`src/rtl/softmax_pkg.sv`:
```
// Shared definitions for the softmax datapath: FSM encodings, fixed-point formats and the
// saturation constant.
package softmax_pkg;

  typedef enum logic [1:0] {
    StLoad,
    StWaitLn,
    StStream,
    StDone
  } sm_state_e;

  localparam int unsigned Q4_28_FRAC = 28;
  localparam int unsigned Q2_30_FRAC = 30;

  localparam logic [31:0] SAT_MIN = 32'h8000_0000;

endpackage

```
`src/rtl/diff_buffer.sv`:
```
// Register array holding one vector of (x_i - x_max) values.
// Synchronous write port and asynchronous read port.
module diff_buffer #(
  parameter int unsigned data_size = 32,
  parameter int unsigned num_elem  = 10,
  parameter int unsigned addr_size = 4
) (
  input  logic                 clock,
  input  logic                 we,
  input  logic [addr_size-1:0] waddr,
  input  logic [data_size-1:0] wdata,
  input  logic [addr_size-1:0] raddr,
  output logic [data_size-1:0] rdata
);

  logic [data_size-1:0] mem [num_elem];

  always_ff @(posedge clock) begin
    for (int i = 0; i < int'(num_elem); i++) begin
      if (we && (waddr == addr_size'(i))) begin
        mem[i] <= wdata;
      end
    end
  end

  // Decoded read keeps out-of-range addresses harmless when addr_size is wider than needed.
  always_comb begin
    rdata = '0;
    for (int i = 0; i < int'(num_elem); i++) begin
      if (raddr == addr_size'(i)) begin
        rdata = mem[i];
      end
    end
  end

endmodule

```
`src/rtl/ln_sub_block.sv`:
```
// Log-domain normalisation: buffers one vector of differences, waits for ln(sum exp) and
// streams y_i = diff_i - ln over a valid/ready handshake.
module ln_sub_block
  import softmax_pkg::*;
#(
  parameter int unsigned data_size = 32,
  parameter int unsigned num_elem  = 10,
  parameter int unsigned addr_size = 4
) (
  input  logic                 clock_i,
  input  logic                 reset_i,
  input  logic [data_size-1:0] diff_data_i,
  input  logic                 diff_data_valid_i,
  input  logic [data_size-1:0] ln_data_i,
  input  logic                 ln_data_valid_i,
  output logic [data_size-1:0] sub_data_o,
  output logic                 sub_data_valid_o,
  input  logic                 sub_data_ready_i,
  output logic [addr_size-1:0] sub_index_o,
  output logic                 sub_last_o,
  output logic                 busy_o
);

  localparam int unsigned LnShift = Q2_30_FRAC - Q4_28_FRAC;
  localparam int unsigned LnW     = data_size - LnShift;
  localparam logic [addr_size-1:0] LastIdx = addr_size'(num_elem - 1);

  sm_state_e            state_q, state_d;
  logic [addr_size-1:0] wr_cnt_q, wr_cnt_d;
  logic [addr_size-1:0] rd_cnt_q, rd_cnt_d;
  logic [LnW-1:0]       ln_q, ln_d;
  logic                 ln_seen_q, ln_seen_d;
  logic [data_size-1:0] out_data_q, out_data_d;
  logic [addr_size-1:0] out_idx_q, out_idx_d;
  logic                 out_last_q, out_last_d;
  logic                 out_valid_q, out_valid_d;

  logic                 buf_we;
  logic [data_size-1:0] buf_rdata;
  logic [data_size:0]   sub_wide;
  logic [data_size-1:0] sub_result;
  logic                 handshake;

  diff_buffer #(
    .data_size(data_size),
    .num_elem (num_elem),
    .addr_size(addr_size)
  ) u_diff_buffer (
    .clock(clock_i),
    .we   (buf_we),
    .waddr(wr_cnt_q),
    .wdata(diff_data_i),
    .raddr(rd_cnt_q),
    .rdata(buf_rdata)
  );

  // ln is stored already truncated to Q4.28; r below -2^31 clamps to the most negative value.
  always_comb begin
    sub_wide   = {buf_rdata[data_size-1], buf_rdata} - {1'b0, {LnShift{1'b0}}, ln_q};
    sub_result = (sub_wide[data_size] && !sub_wide[data_size-1]) ?
                 SAT_MIN[data_size-1:0] : sub_wide[data_size-1:0];
  end

  assign handshake = out_valid_q && sub_data_ready_i;

  always_comb begin
    state_d     = state_q;
    wr_cnt_d    = wr_cnt_q;
    rd_cnt_d    = rd_cnt_q;
    ln_d        = ln_q;
    ln_seen_d   = ln_seen_q;
    out_data_d  = out_data_q;
    out_idx_d   = out_idx_q;
    out_last_d  = out_last_q;
    out_valid_d = out_valid_q;
    buf_we      = 1'b0;

    unique case (state_q)
      StLoad: begin
        if (ln_data_valid_i && !ln_seen_q) begin
          ln_d      = ln_data_i[data_size-1:LnShift];
          ln_seen_d = 1'b1;
        end
        if (diff_data_valid_i) begin
          buf_we   = 1'b1;
          wr_cnt_d = wr_cnt_q + 1'b1;
          if (wr_cnt_q == LastIdx) begin
            state_d = ln_seen_q ? StStream : StWaitLn;
          end
        end
      end
      StWaitLn: begin
        // ln_seen can already be set if ln arrived on the same edge as the last write.
        if (ln_seen_q) begin
          state_d = StStream;
        end else if (ln_data_valid_i) begin
          ln_d      = ln_data_i[data_size-1:LnShift];
          ln_seen_d = 1'b1;
          state_d   = StStream;
        end
      end
      StStream: begin
        if (handshake && out_last_q) begin
          state_d     = StDone;
          out_valid_d = 1'b0;
          wr_cnt_d    = '0;
          rd_cnt_d    = '0;
        end else if (!out_valid_q || sub_data_ready_i) begin
          out_valid_d = 1'b1;
          out_data_d  = sub_result;
          out_idx_d   = rd_cnt_q;
          out_last_d  = (rd_cnt_q == LastIdx);
          rd_cnt_d    = rd_cnt_q + 1'b1;
        end
      end
      StDone: begin
        if (!ln_data_valid_i) begin
          state_d   = StLoad;
          ln_seen_d = 1'b0;
        end
      end
      default: state_d = StLoad;
    endcase
  end

  always_ff @(posedge clock_i or posedge reset_i) begin
    if (reset_i) begin
      state_q     <= StLoad;
      wr_cnt_q    <= '0;
      rd_cnt_q    <= '0;
      ln_q        <= '0;
      ln_seen_q   <= 1'b0;
      out_data_q  <= '0;
      out_idx_q   <= '0;
      out_last_q  <= 1'b0;
      out_valid_q <= 1'b0;
    end else begin
      state_q     <= state_d;
      wr_cnt_q    <= wr_cnt_d;
      rd_cnt_q    <= rd_cnt_d;
      ln_q        <= ln_d;
      ln_seen_q   <= ln_seen_d;
      out_data_q  <= out_data_d;
      out_idx_q   <= out_idx_d;
      out_last_q  <= out_last_d;
      out_valid_q <= out_valid_d;
    end
  end

  assign sub_data_o       = out_data_q;
  assign sub_data_valid_o = out_valid_q;
  assign sub_index_o      = out_idx_q;
  assign sub_last_o       = out_last_q;
  assign busy_o           = (state_q != StLoad);

endmodule
```
`config.mk`:
```
export PLATFORM = sky130hd
export DESIGN_NAME = ln_sub_block
export DESIGN_NICKNAME = d
export VERILOG_FILES = /design/src/rtl/softmax_pkg.sv /design/src/rtl/diff_buffer.sv /design/src/rtl/ln_sub_block.sv
export SDC_FILE = /design/constraint.sdc
export NUM_CORES = 1
export LEC_CHECK = 0
export BUFFER_PORTS_ARGS = -buffer_cell sky130_fd_sc_hd__buf_2
export CORE_MARGIN = 5
export CORE_UTILIZATION = 40
export DETAILED_ROUTE_END_ITERATION = 10
export GPL_ROUTABILITY_DRIVEN = 0
export PLACE_DENSITY_LB_ADDON = 0.25
export SLEW_MARGIN = 20
export SYNTH_ARGS = -nofsm -noshare
export SYNTH_HDL_FRONTEND = slang
export SYNTH_HIERARCHICAL = 1
export SYNTH_SLANG_ARGS = --single-unit
```
`constraint.sdc`:
```
create_clock -name clock_i -period 5.3 [get_ports clock_i]
set_input_delay 0.795 -clock clock_i [delete_from_list [all_inputs] [get_ports clock_i]]
set_output_delay 0.795 -clock clock_i [all_outputs]
set_load 0.02 [all_outputs]
```
==> flow_metrics.tcl, run 1 <==
set metrics [dict create \
    slowest_delay_ns 0.72 \
    rr_startpoint "rd_cnt_q[3]" \
    root_buffer "clkbuf_16" \
    routedLengthMet1_microns 21200 \
    critical_path.cell_chain "or3b_1, buf_4, a21oi_1, a211oi_1, a221o_1, inv_1, ha_1, inv_1, fa_1, a21o_1, a311oi_1, nor4b_2, o211ai_2, a2111oi_2, o21ai_2, a21o_1, o21ai_0" \
    nFillCells 3978 \
    end_kind "register" \
    fp.dieW_microns 222 \
    min_path_type "in -> async" \
    synth-simple-area-share 0.0821 \
    drive_above_1_share 0.194 \
    grt_pass1_wl_microns 72400 \
    p_per_area_nw_per_um2 665 \
    synth_edf_count 320 \
    ys_ff_latch 399 \
    diodes 0 \
    coreArea_sq_um 44300 \
    synth_top_family_by_area "compound AO/OA/AOI/OAI gates" \
    leakagePower_uw 0.00756 \
    maxCapViolations 0 \
    synth_xor_area_frac 0.0107 \
    outcome "complete, no violations" \
    synth-adder-area-share 0.0276 \
    first_iter_violations 911 \
    port_buffers 105 \
    r2r_cells 17 \
    maxSlewHeadroom 0.366 \
    worstSetupStartpointType "register" \
    fin_setup_tns_ns 0 \
    cts_setup_buffers 0 \
    synth-compound-area-share 0.162 \
    track_usage 0.188 \
    synthArstFlopShare 0.198 \
    vias 11800 \
    yosysWarnings 6 \
    place_hpwl_microns 30700 \
    tritoncts.num_buffers 42 \
    timing.final.crit_period_ns 5.00 \
    yosys.area.top_type "edfxtp_1" \
    io_pins 108 \
    slowest_stage "a21o_1" \
    crit_arrival_ns 5.40 \
    clock_sinks 399 \
    grt_antenna_before_repair 1 \
    cts_hold_buf 0 \
    routedWlPerCell_microns 22.2 \
    area_delta_synth_final_pct 15.6 \
    clkSlewWorstSetupHoldPaths_ns 0.06 \
    htreeDepth 2 \
    ys_seq_area_frac 0.646 \
    finalMaxSlewViolations 0 \
    layout.cells.non_filler 2125 \
    worstSetupPathType "reg -> reg" \
    dpl.cell_count 2047 \
    final_hold_viol_count 0 \
    setup_viol 0 \
    max_freq_mhz 200 \
    wl_met3_microns 2620 \
    synthCells 1364 \
    r2r_slack_ns 0.30 \
    r2r_end "sub_data_o[25]" \
    core.rowCount 77 \
    die-area_sq_um 49200 \
    synth_top_area_share 0.535 \
    synth.distinct_cells 89 \
    viasPerCell 5.57 \
    drc 0 \
    synthFlopType "edfxtp_1" \
    start_util 0.405 \
    drt_wl_total_microns 47200 \
    fin_crit_sh 0.944 \
    synthTopCellsByArea "edfxtp_1, dfrtp_1, a21oi_1" \
    syn_area_sq_um 17900 \
    finalNetCount 1607 \
    synth.avg_cell_area_sq_um 13.2 \
    crit_fanout 24 \
    highest_layer "met4" \
    rsz0062_at_grt "no" \
    critPathRequiredTime_ns 5.70 \
    dr.pass1.iters 5 \
    synthMuxAreaShare 0.0355 \
    ir_drop_mv 0.324 \
    overflow 0 \
    drtAntennaViolNets 0 \
    clock_latency_ns 0.56 \
    grt_pass1_vias 11900 \
    fin_worst_skew_ns 0.0168 \
    syn_nets 1472 \
    clk_path_buf_depth 3 \
    die_height_microns 222 \
    cts_tree "done" \
    route.met2.wl_microns 22500 \
    tightest_slew_ns 0.949 \
    grt_max_degree 60 \
    cts-resized-gates 0 \
]
-- state kept, by name, indices dropped and copies added, names as in the netlist, 2 cells and up --
signal and count:
ln_q 30, rd_cnt_q 4, state_q 2, sub_data_o 32, sub_index_o 4, u_diff_buffer/mem 320
wr_cnt_q 4
-- Yosys cell counts (all sizes together) (5+ instances only) --
library cell	number
nor2b	19
inv	49
nor3	8
nand4	19
a2bb2oi	6
o22ai	20
nand3b	18
and3	13
a221o	11
clkbuf	33
o21ai	113
ha	38
a222oi	5
o2bb2ai	8
mux2	7
o32a	5
nand3	8
o21a	7
nand2	125
o22a	7
a211o	10
a22oi	5
o211ai	9
a211oi	31
a21o	21
buf	48
a21oi	105
xnor2	13
o221ai	18
edfxtp	320
dfrtp	79
nand2b	19
xor2	9
mux2i	40
nor2	46
mux4	7
-- worst max path at each step --
stage,endpoint,slack [ns],start,depth (start not counted)
floorplan,u_diff_buffer/mem[0][0],1.08,state_q[0],6
global placement,sub_data_o[25],0.37,rd_cnt_q[3],17
detailed placement,sub_data_o[25],0.31,rd_cnt_q[3],17
CTS,sub_data_o[25],0.30,rd_cnt_q[3],17
global route,sub_data_o[28],0.008,rd_cnt_q[3],17
finish,sub_data_o[25],0.30,rd_cnt_q[3],17
-- cells in the final DEF (no fill, tap or decap), drive strengths merged, types with 11 or more instances in the layout --
cell      n
edfxtp  320
buf     172
nand2   125
o21ai   113
a21oi   105
dfrtp    79
clkbuf   58
inv      50
nor2     46
mux2i    40
ha       38
a211oi   31
a21o     21
o22ai    20
nand4    19
nand2b   19
nor2b    19
clkinv   19
nand3b   18
o221ai   18
and3     13
xnor2    13
a221o    11
-- metrics by stage --
stage,power [uW],instance area [sq um],util,setup slack (ns),hold WS (ns)
4_1_cts,13800,20700,0.468,0.304,0.211
3_3_place_gp,10700,19300,0.437,0.366,0.460
5_1_grt,14700,20700,0.468,0.00815,0.247
2_1_floorplan,8930,17900,-,1.08,0.487
3_5_place_dp,10900,19300,0.437,0.315,0.467
6_report,13800,20700,0.468,0.295,0.220
-- routing by layer --
layer,vias to the layer above,global-route usage
li1,5493,-
met1,5899,0.266
met2,374,0.312
met3,73,0.0257
met4,0,0.0467
met5,-,0
-- report_power, final --
group / total, uW / leakage (uW) / internal [uW] / switching [uW]
clock network: 2910 / 0.000692 / 1710 / 1200
registers: 4020 / 0.00388 / 3790 / 239
logic: 6860 / 0.00299 / 2650 / 4210
total: 13800 / 0.00756 / 8150 / 5650
-- logic make-up after synthesis --
| family | count (synthesis) |
|---|---|
| mux | 54 |
| fa+ha+maj | 39 |
| simple gates | 296 |
| flops | 399 |
| compound gates | 423 |
| buf+inv | 131 |
| xor+xnor | 22 |
-- worst max-delay path, delay by kind of cell, from the launching register on --
| kind | cells | cell delay [ns] |
|---|---|---|
| compound gates | 10 | 2.67 |
| buf+inv | 3 | 0.36 |
| flops | 1 | 0.68 |
| simple gates | 2 | 0.56 |
| fa+ha+maj | 2 | 0.57 |
-- final cells by class --
cell class,count,area [sq um],share of cell area
clock buffers,58,1260,0.0606
flip-flops and latches,399,11600,0.559
well taps,592,741,0.0357
repair buffers,172,1050,0.0508
inverters,50,189,0.00911
clock inverters,20,134,0.00645
multi-input cells,834,5770,0.278
Power figures use the tool's default switching activity.
==> run 2, diff against run 1 <==
--- a/config.mk
+++ b/config.mk
@@ -5,6 +5,7 @@
 export SDC_FILE = /design/constraint.sdc
 export NUM_CORES = 1
 export LEC_CHECK = 0
+export ABC_AREA = 1
 export BUFFER_PORTS_ARGS = -buffer_cell sky130_fd_sc_hd__buf_2
 export CORE_MARGIN = 5
 export CORE_UTILIZATION = 40
==> flow_metrics.tcl, run 2 <==
set metrics [dict create \
    outcome "complete, no violations" \
    largest-register "u_diff_buffer/mem" \
    core.rowCount 77 \
    slowest_stage "dfrtp_1" \
    layout_commonest_cell "nand2_1" \
    clock_latency_ns 0.57 \
    die-area_sq_um 49400 \
    switching_share 0.436 \
    pre_cts_slack_ns 0.974 \
    crit_fanout 31 \
    yosys.area.top_type "edfxtp_1" \
    post_dp_cell_area_sq_um 19400 \
    ys_seq_area_frac 0.643 \
    setup_viol 0 \
    viasPerCell 4.96 \
    tightest_slew_ns 0.790 \
    fp.dieW_microns 222 \
    drtAntennaViolNets 0 \
    min_path_type "in -> async" \
    p_clk_frac 0.218 \
    port_buffers 105 \
    final_hold_viol_count 0 \
    synthTopCellsByCount "nand2_1, edfxtp_1, inv_1" \
    crit_arrival_ns 4.88 \
    p_per_area_nw_per_um2 613 \
    max_freq_mhz 225 \
    rsz0062_at_grt "no" \
    timing.final.crit_period_ns 4.45 \
    synth_edf_count 320 \
    drc 0 \
    grt_antenna_before_repair 8 \
    nFillCells 4194 \
    final_cell_mix "nand2_1, edfxtp_1, inv_1" \
    leakagePower_uw 0.00877 \
    vias 12600 \
    clk_path_buf_depth 3 \
    critical_path.cell_chain "nor2_1, buf_4, nand2_1, buf_4, nor2_1, nor2_1, nand4_1, nor2_1, nand4_1, ha_1, nand2_1, inv_1, a21oi_1, nand2_2, nand2_1, nand2_2, nand2_2, nand2_1, nand2_2, nand3_4, nand3_1, nand2_1" \
    comb_power_share 0.473 \
    largest_reg_flops 320 \
    synth.distinct_cells 44 \
    internal_power_uw 7160 \
    design_area_sq_um 20700 \
    synthCells 1785 \
    drive_above_1_share 0.127 \
    worstSetupStartpointType "register" \
    p_sw_uw 5540 \
    path_buf_inv 3 \
    yosysWarnings 6 \
    tritoncts.num_buffers 43 \
    synth_most_common_cell "nand2_1" \
    maxSlewHeadroom 0.471 \
    maxCapViolations 0 \
    cts-resized-gates 0 \
    routedWlPerCell_microns 17.3 \
    synthArstFlopShare 0.198 \
    first_iter_violations 914 \
    crit_top_cell "nand2_1" \
    end_kind "register" \
    grt_pass1_wl_microns 68600 \
    syn_area_sq_um 18000 \
    path_delay_family "simple AND/OR/NAND/NOR gates" \
    finalMaxSlewViolations 0 \
    htreeDepth 2 \
    synth_top_area_share 0.533 \
    cts_tree "done" \
    grt_max_degree 80 \
    fin_worst_skew_ns 0.0203 \
    fin_ws_ns 0.853 \
    root_buffer "clkbuf_16" \
    fin_setup_tns_ns 0 \
    ys_ff_latch 399 \
    seqPwrFrac 0.309 \
    synthTopCellsByArea "edfxtp_1, dfrtp_1, nand2_1" \
    overflow 0 \
    grt_pass1_vias 12300 \
    io_pins 108 \
    clkSlewWorstSetupHoldPaths_ns 0.06 \
    slowest_delay_ns 0.72 \
    syn_nets 1893 \
    drt_wl_total_microns 43800 \
    track_usage 0.176 \
    clock_sinks 399 \
    ir_drop_mv 0.299 \
    dr.pass1.iters 6 \
    synthFlopType "edfxtp_1" \
    die_height_microns 222 \
    start_util 0.406 \
    coreArea_sq_um 44400 \
    finalNetCount 2018 \
    worstSetupPathType "reg -> reg" \
    synth.avg_cell_area_sq_um 10.1 \
    cts_setup_buffers 0 \
    fin_crit_sh 0.839 \
    critPathRequiredTime_ns 5.73 \
    place_hpwl_microns 28700 \
    cts_hold_buf 0 \
    area_delta_synth_final_pct 14.9 \
]
## run 2: cell count changes in the layout (fill, tap and decap cells not counted), moves of 41 or more
cell     previous run  this run
buf_4              65        24
inv_1              47       209
nand2_1           125       508
nand3_1             8       143
nand4_1            19        62
nor2_1             37       187
o21ai_0            84        11
## run 2: area by class of cell
class                           count  area, sq um  share of cell area
Antenna cell                        4         10.0            0.000483
Clock buffer                       55         1120              0.0541
Clock inverter                     18          174             0.00840
Inverter                          217          817              0.0394
Multi-Input combinational cell   1116         5470               0.264
Sequential cell                   399        11600               0.559
Tap cell                          592          741              0.0358
Timing Repair Buffer              133          792              0.0382
## run 2: per-stage QoR
step	std cells	power (uW)	hold WS (ns)	util
6_report	2534	12700	0.421	0.466
5_1_grt	2534	13700	0.466	0.466
4_1_cts	2528	12800	0.453	0.465
3_5_place_dp	2455	9950	0.462	0.436
3_3_place_gp	2455	9890	0.461	0.436
2_1_floorplan	1785	8320	0.485	-
## run 2: logic make-up (layout without fill, tap and decap cells)
| kind of cell | after synthesis | count (layout) | share of synthesized area |
|---|---|---|---|
| buf+inv | 270 | 423 | 0.0608 |
| fa+ha+maj | 39 | 39 | 0.0275 |
| simple gates | 960 | 960 | 0.230 |
| xor+xnor | 18 | 18 | 0.00874 |
| compound gates | 98 | 98 | 0.0298 |
| other cells | 0 | 4 | 0 |
| mux | 1 | 1 | 0.000624 |
| flops | 399 | 399 | 0.643 |
## run 2: layer usage
| layer | global-route usage | wire, microns |
|---|---|---|
| met3 | 0.0360 | 2620 |
| met2 | 0.294 | 20900 |
| met4 | 0.0515 | 996 |
| met5 | 0 | 66 |
| met1 | 0.233 | 19200 |
## run 2: tightest hold or removal path, stage by stage
cell and delay (ns):
buf_2 0.10, clkinv_2 0.04, buf_6 0.53
## run 2: worst paths after layout
check	startpoint	endpoint	slack, ns	cells after the start
max in group asynchronous	reset_i	ln_q[20]	4.38	3
min reg2reg	sub_data_o[24]	sub_data_o[24]	0.47	2
max reg2reg	rd_cnt_q[0]	sub_data_o[1]	0.85	22
min in group clock_i	sub_data_o[24]	sub_data_o[24]	0.47	2
min	reset_i	sub_index_o[3]	0.42	3
max	rd_cnt_q[0]	sub_data_o[1]	0.85	22
## run 2: power groups by stage
| stage | Sequential [uW] | Combinational [uW] | Clock, uW |
|---|---|---|---|
| final | 3930 | 6000 | 2770 |
| after floorplan | 4080 | 4240 | 0 |
| after global placement | 3980 | 5900 | 0 |
| after global routing | 3970 | 6740 | 2980 |
| after CTS | 3930 | 5980 | 2850 |
| after detailed placement | 4000 | 5960 | 0 |
==> run 3, diff against run 2 <==
==> constraint.sdc (replaced) <==
create_clock -name clock_i -period 3.7 [get_ports clock_i]
set_input_delay 0.555 -clock clock_i [delete_from_list [all_inputs] [get_ports clock_i]]
set_output_delay 0.555 -clock clock_i [all_outputs]
set_load 0.02 [all_outputs]
==> flow_metrics.tcl, run 3 (synthesis gave the netlist of run 2 again) <==
set metrics [dict create \
    clock_sinks 399 \
    io_pins 108 \
    tightest_slew_ns 0.829 \
    port_buffers 105 \
    timing.final.crit_period_ns 3.53 \
    clock_latency_ns 0.56 \
    end_kind "register" \
    crit_arrival_ns 4.03 \
    core.rowCount 77 \
    largest_reg_flops 320 \
    first_iter_violations 896 \
    setup_viol 0 \
    largest-register "u_diff_buffer/mem" \
    final_hold_viol_count 0 \
    tritoncts.num_buffers 42 \
    clkSlewWorstSetupHoldPaths_ns 0.06 \
    ir_drop_mv 0.585 \
    viasPerCell 4.93 \
    design_area_sq_um 21600 \
    routedWlPerCell_microns 17.7 \
    outcome "complete, no violations" \
    crit_fanout 8 \
    fp.dieW_microns 222 \
    vias 12800 \
    p_per_area_nw_per_um2 913 \
    maxSlewHeadroom 0.445 \
    final_util 0.485 \
    grt_pass1_vias 12400 \
    critPathRequiredTime_ns 4.20 \
    grtUsageMet2 0.306 \
    finalNetCount 2081 \
    grt.met1_usage 0.228 \
    htreeDepth 2 \
    cts_tree "done" \
    worstSetupStartpointType "register" \
    slowest_stage "dfrtp_2" \
    worstSetupPathType "reg -> reg" \
    slowest_delay_ns 0.43 \
    fin_crit_sh 0.955 \
    root_buffer "clkbuf_16" \
    grt_max_degree 46 \
    die-area_sq_um 49400 \
    cts_hold_buf 0 \
    clk_path_buf_depth 3 \
    max_freq_mhz 283 \
    drt_wl_total_microns 46100 \
    busiest_layer "met2" \
    track_usage 0.179 \
    drc 0 \
    place_hpwl_microns 30400 \
    start_util 0.406 \
    maxCapViolations 0 \
    overflow 0 \
    area_delta_synth_final_pct 19.5 \
    nFillCells 4027 \
    drtAntennaViolNets 0 \
    layout_commonest_cell "nand2_1" \
    dr.pass1.iters 5 \
    post_dp_cell_area_sq_um 19700 \
    grt_antenna_before_repair 8 \
    fin_worst_skew_ns 0.0169 \
    min_path_type "in -> async" \
    final_cell_mix "nand2_1, edfxtp_1, inv_1" \
    coreArea_sq_um 44400 \
    drive_above_1_share 0.169 \
    power_uw 19700 \
    finalMaxSlewViolations 0 \
    leakagePower_uw 0.00918 \
    grt_util_met3 0.0408 \
    grt_pass1_wl_microns 69600 \
    die_height_microns 222 \
]
==> run 3: cell count changes in the layout (fill, tap and decap cells not counted), moves of 5 or more <==
| cell | previous run | this run |
|---|---|---|
| ha_4 | 0 | 5 |
| nand3_2 | 12 | 18 |
| buf_6 | 1 | 6 |
| nand3_1 | 143 | 137 |
| ha_1 | 38 | 30 |
| clkbuf_16 | 43 | 49 |
| buf_4 | 24 | 70 |
| nand2_1 | 508 | 500 |
| buf_12 | 1 | 11 |
==> run 3: area by class of cell <==
| class | instances | area, sq um | share of cell area |
|---|---|---|---|
| Sequential cell | 399 | 11600 | 0.538 |
| Multi-Input combinational cell | 1116 | 5650 | 0.262 |
| Timing Repair Buffer | 197 | 1450 | 0.0675 |
| Clock buffer | 65 | 1240 | 0.0576 |
| Inverter | 217 | 818 | 0.0380 |
| Tap cell | 592 | 741 | 0.0344 |
| Clock inverter | 11 | 52.6 | 0.00244 |
| Antenna cell | 2 | 5.00 | 0.000232 |
==> run 3: path summary, 6_finish.rpt <==
kind | depth (start not counted) | end | start | slack [ns]
worst max-delay path | 25 | sub_data_o[20] | rd_cnt_q[3] | 0.17
worst min-delay path | 2 | sub_index_o[2] | reset_i | 0.07
worst max register to register | 25 | sub_data_o[20] | rd_cnt_q[3] | 0.17
worst min register to register | 2 | sub_data_o[28] | sub_data_o[28] | 0.47
min in group clock_i | 2 | ln_q[0] | ln_data_i[2] | 0.24
max in group asynchronous | 3 | ln_q[20] | reset_i | 2.81
==> run 3: critical path, delay by kind of cell, from the launching register on <==
kind	cells	cell delay, ns
buffers and inverters	6	0.83
adder cells (fa/ha/maj)	1	0.42
AND/OR/NAND/NOR	18	1.78
flip-flops	1	0.43
==> run 3: timing repair <==
item                       in CTS  in global routing
setup buffers                   0                 23
resized for setup               1                 47
gates cloned                    0                  5
pin swaps                       0                 24
setup endpoints to repair      29                 31
==> run 3: where the power goes <==
part / internal (uW) / leakage [uW] / switching [uW]
combinational: 3630 / 0.00473 / 6500
clock: 2300 / 0.000630 / 1660
sequential: 5360 / 0.00382 / 219
total: 11300 / 0.00918 / 8370
==> run 3: per-stage QoR <==
stage | TNS, ns | instances | worst slack, ns | hold slack, ns
6_report | 0 | 2599 | 0.166 | 0.0722
5_1_grt | -0.114 | 2599 | -0.0210 | 0.118
4_1_cts | 0 | 2569 | 0.0418 | 0.0661
3_5_place_dp | -0.0471 | 2493 | -0.0168 | 0.461
3_3_place_gp | 0 | 2493 | 0.0328 | 0.460
2_1_floorplan | 0 | 1785 | 0.639 | 0.485
==> run 3: routing by layer <==
layer | share of wire | vias up
met4 | 0.027 | 8
met3 | 0.059 | 86
li1 | - | 6297
met5 | 0.0013 | -
met1 | 0.42 | 6136
met2 | 0.49 | 296
